--- config.mk ---
export PLATFORM = sky130hd
export DESIGN_NAME = injetor_ncl_ula
export DESIGN_NICKNAME = d
export VERILOG_FILES = /design/src/rtl/injetor_ncl_ula.sv
export SDC_FILE = /design/constraint.sdc
export NUM_CORES = 1
export LEC_CHECK = 0
export CORE_UTILIZATION = 36
export CTS_CLUSTER_SIZE = 10
export DETAILED_ROUTE_END_ITERATION = 10
export DONT_BUFFER_PORTS = 1
export GPL_TIMING_DRIVEN = 0
export PLACE_DENSITY = 0.57
export SETUP_SLACK_MARGIN = 0.2
export SLEW_MARGIN = 20
export SYNTH_ARGS = -nofsm -noshare
export SYNTH_HDL_FRONTEND = slang
export SYNTH_SLANG_ARGS = --single-unit
--- constraint.sdc ---
create_clock -name clk -period 3.6 [get_ports clk]
set_input_delay 0.54 -clock clk [delete_from_list [all_inputs] [get_ports clk]]
set_output_delay 0.54 -clock clk [all_outputs]
set_load 0.005 [all_outputs]
--- src/rtl/injetor_ncl_ula.sv ---
// Binary-to-NCL dual-rail injector: latches an operand set and presents it as DATA/NULL wavefronts.
// Optional watchdog on the DATA phase is built when INJETOR_NCL_TIMEOUT_EN is defined.
module injetor_ncl_ula #(
    parameter int WIDTH   = 4,
    parameter int TIMEOUT = 255
) (
    input  logic             clk,
    input  logic             rst,
    input  logic             in_valid,
    output logic             in_ready,
    input  logic [WIDTH-1:0] in_a,
    input  logic [WIDTH-1:0] in_b,
    input  logic [1:0]       in_op,
    output logic [WIDTH-1:0] a_t,
    output logic [WIDTH-1:0] a_f,
    output logic [WIDTH-1:0] b_t,
    output logic [WIDTH-1:0] b_f,
    output logic [1:0]       op_t,
    output logic [1:0]       op_f,
    input  logic             ack_in,
    output logic [15:0]      tok_cnt,
    output logic             erro
);

    typedef enum logic {
        NULO = 1'b0,
        DADO = 1'b1
    } state_t;

    if (TIMEOUT < 1 || TIMEOUT > 65535) begin : g_bad_timeout
        $error("injetor_ncl_ula: TIMEOUT must be in 1..65535");
    end

    state_t           r_state;
    state_t           w_next;
    logic             r_ack_m;
    logic             r_ack_s;
    logic             w_accept;
    logic             w_release;
    logic [WIDTH-1:0] r_a_t, r_a_f, r_b_t, r_b_f;
    logic [1:0]       r_op_t, r_op_f;
    logic [15:0]      r_tok_cnt;

    // ack_in comes from the self-timed domain; only r_ack_s may steer control.
    always_ff @(posedge clk) begin
        if (rst) begin
            r_ack_m <= 1'b0;
            r_ack_s <= 1'b0;
        end else begin
            // NOTE: non-blocking assignments make the two flops form a real shift chain.
            r_ack_m <= ack_in;
            r_ack_s <= r_ack_m;
        end
    end

    always_ff @(posedge clk) begin
        if (rst) r_state <= NULO;
        else     r_state <= w_next;
    end

    always_comb begin
        // NOTE: every output of this block gets a default first, so no latch can be inferred.
        w_next    = r_state;
        in_ready  = 1'b0;
        w_accept  = 1'b0;
        w_release = 1'b0;
        case (r_state)
            NULO: begin
                in_ready = r_ack_s;
                if (in_valid && r_ack_s) begin
                    w_accept = 1'b1;
                    w_next   = DADO;
                end
            end
            DADO: begin
                if (!r_ack_s) begin
                    w_release = 1'b1;
                    w_next    = NULO;
                end
            end
            default: w_next = NULO;
        endcase
    end

    // Rails only ever move NULL->DATA on accept and DATA->NULL on release, so no DATA->DATA step exists.
    always_ff @(posedge clk) begin
        if (rst || w_release) begin
            r_a_t  <= '0;
            r_a_f  <= '0;
            r_b_t  <= '0;
            r_b_f  <= '0;
            r_op_t <= '0;
            r_op_f <= '0;
        end else if (w_accept) begin
            r_a_t  <= in_a;
            r_a_f  <= ~in_a;
            r_b_t  <= in_b;
            r_b_f  <= ~in_b;
            r_op_t <= in_op;
            r_op_f <= ~in_op;
        end
    end

    always_ff @(posedge clk) begin
        if (rst)            r_tok_cnt <= 16'h0000;
        else if (w_release) r_tok_cnt <= r_tok_cnt + 16'h0001;
    end

    assign a_t     = r_a_t;
    assign a_f     = r_a_f;
    assign b_t     = r_b_t;
    assign b_f     = r_b_f;
    assign op_t    = r_op_t;
    assign op_f    = r_op_f;
    assign tok_cnt = r_tok_cnt;

`ifdef INJETOR_NCL_TIMEOUT_EN
    localparam logic [15:0] TMO_LIMIT = 16'(TIMEOUT);

    logic [15:0] r_tmo_cnt;
    logic        r_erro;

    // erro rises on the same edge the count reaches TMO_LIMIT; the FSM keeps waiting regardless.
    always_ff @(posedge clk) begin
        if (rst) begin
            r_tmo_cnt <= 16'h0000;
            r_erro    <= 1'b0;
        end else begin
            if (w_accept) begin
                r_tmo_cnt <= 16'h0000;
            end else if (r_state == DADO) begin
                if (r_tmo_cnt != 16'hFFFF) r_tmo_cnt <= r_tmo_cnt + 16'h0001;
                if (r_tmo_cnt + 16'h0001 == TMO_LIMIT) r_erro <= 1'b1;
            end
        end
    end

    assign erro = r_erro;
`else
    assign erro = 1'b0;
`endif

endmodule

==> results.tsv <==
metric	value	unit
finalMaxSlewViolations	0	
crit_required	3780	ps
synth_top_area_share	50.49	%
hp-class	input port to flop	
synth_area_leaders	dfxtp_1, nor2_1, xor2_1, nand2_1, nor3b_1	
rows	23	
layout-drive-gt1-share	12.00	%
seq_area_frac_synth	50.49	%
cp-end-kind	flop	
synthXorXnorAreaFrac	6.230	%
place_inst	217	
arrival	1770	ps
min_period_over_period	44.23	%
vdd_drop_max	0.1666	mV
hold_slack	378.5	ps
fin_nets	189	
cts_hold_buf	0	
final_cell_mix	dfxtp_1, nor2_1, nand2_1, nor3b_1	
synth.area.mux_share	4.531	%
crit_type	flop to flop	
stdcell_count	225	
final_common_cell	dfxtp_1	
grt_use_total	16.04	%
grt_start_max_net_pins	12	
max-cap-violations	0	
netlist_area	1546	µm²
drcViolationCount	0	
clock-sinks	39	
placed_area	1609	µm²
ant_nets	0	
via_per_inst	5.102	
gp_congestion	0.6622	
clk_pin_slew	70	ps
yosys_warnings	0	
status	completed	
die_w	67.54	µm
power.share.clock	40.4	%
ys_ff_latch	39	
post_drt_wl_per_cell	14.60	µm
drt_pre_antenna_iters	4	
antennaDiodeCount	0	
grt_pass1_vias	1142	
yosys.area_share.adder	0.8091	%
routed_wl	3284	µm
numCtsBuffers	5	
ioPinCount	52	
syn_to_final_growth	10.52	%
coreArea	4058	µm²
synth-simple-area-share	30.83	%
fmax	628.1	MHz
synth_cells	167	
synth-compound-area-share	3.236	%
rsz0062_at_grt	no	
cts_resized	0	
fin_crit	1592	ps
ys_types	27	
critical_path.startpoint_type	flop	
crit_fanout	7	
clk_latency	290	ps
power_density	463.0	nW/µm²
dieArea	4562	µm²
synth_top_family_by_area	simple AND/OR/NAND/NOR gates	
finalSetupTns	0	ps
via_count	1148	
fin_area	1709	µm²
die_h	67.54	µm
syn_area_per_cell	9.260	µm²
grt_first_pass_wirelength	5230	µm
syn_nets	182	
grt_overflow	0	
portBuffers	0	
antenna_found_initial	0	
seqPwrFrac	56.2	%
p_sw	0.0001679	W
sw_frac_of_total	21.22	%
drt-initial-drc-count	33	
internal-power	0.0006235	W
h-tree-depth	2	
skew	4.618	ps
fin_util	42.12	%
synth_top_area_cell	dfxtp_1	
finalHoldViolations	0	
dpl.hpwl	2391	µm
clock_path_buffers	2	
setup_viol	0	
tritoncts	yes	
post-cts-setup-buffers	0	
cts-root-buf	clkbuf_8	
p_leak	0.6444	nW
pwr-share-comb	3.4	%
start_util	38.11	%
[stage by stage]
step / setup WS (ps) / power (W)
2_1_floorplan: 2155 / 0.0004742
3_3_place_gp: 2040 / 0.0004800
3_5_place_dp: 1999 / 0.0004819
4_1_cts: 1983 / 0.0008000
5_1_grt: 1926 / 0.0008233
6_report: 2008 / 0.0007914
[synthesized netlist by cell type]
cell type,number
buf_4,1
a21oi_1,10
conb_1,1
and4_4,1
nand2_1,23
nand4_1,4
clkbuf_1,2
nand3_1,5
buf_6,2
dfxtp_1,39
and3_2,1
nor3b_1,11
buf_2,3
nor2_1,27
and2b_1,2
mux2_4,4
xnor2_1,1
or2_2,1
and4b_1,1
mux2i_1,1
and2_4,1
xor2_1,10
and4_1,4
buf_1,1
nor2b_1,7
and2_1,3
ha_1,1
[cell type report]
cell class	count	area, µm²
multi-input combinational	119	709.4
fill	416	2349
clock buffer	8	100.1
tap	50	62.56
sequential	39	780.7
buffer	9	56.30
[path summary, 6_finish.rpt]
| path | cells past startpoint | slack, ps | endpoint | start |
|---|---|---|---|---|
| min | 1 | 380 | r_ack_m$_SDFF_PP0_ | ack_in |
| max | 5 | 2010 | tok_cnt[14]$_SDFFE_PP0P_ | tok_cnt[4]$_SDFFE_PP0P_ |
| min reg2reg | 1 | 440 | r_ack_s$_SDFF_PP0_ | r_ack_m$_SDFF_PP0_ |
| max reg2reg | 5 | 2010 | tok_cnt[14]$_SDFFE_PP0P_ | tok_cnt[4]$_SDFFE_PP0P_ |
[power groups by stage]
stage          Clock, W  Sequential (W)  Combinational (W)
3_3_place_gp          0        0.000454          0.0000259
2_1_floorplan         0        0.000453          0.0000212
6_report       0.000320        0.000444          0.0000270
5_1_grt        0.000347        0.000445          0.0000312
4_1_cts        0.000328        0.000444          0.0000273
3_5_place_dp          0        0.000455          0.0000273
[logic make-up (layout without fill, tap and decap cells)]
logic type / after synthesis / after routing
AOI/OAI and AO/OA: 10 / 10
other: 1 / 1
adders and majority gates: 1 / 1
and+or+nand+nor: 91 / 91
buffers and inverters: 9 / 17
muxes: 5 / 5
xor gates and xnor gates: 11 / 11
DFF: 39 / 39
[worst max-delay path, stage by stage (launching register included)]
cell and delay (ps):
dfxtp_1 470, and4_1 240, buf_6 120, and4_1 210, and2b_1 150, mux2_4 290
[per-layer routing]
layer	GRT usage [%]	share of wire (%)	vias to the layer above
li1	-	-	562
met2	26.86	48	34
met3	8.446	10	7
met5	0	0	-
met4	7.181	1.7	0
met1	16.43	40	545
[registers in the layout (all words and copies together) (netlist names)]
register	flops
r_ack_m	1
r_state	1
op_t	2
tok_cnt	16
op_f	2
b_f	4
b_t	4
a_f	4
r_ack_s	1
a_t	4
(Power assumes the default switching activity.)
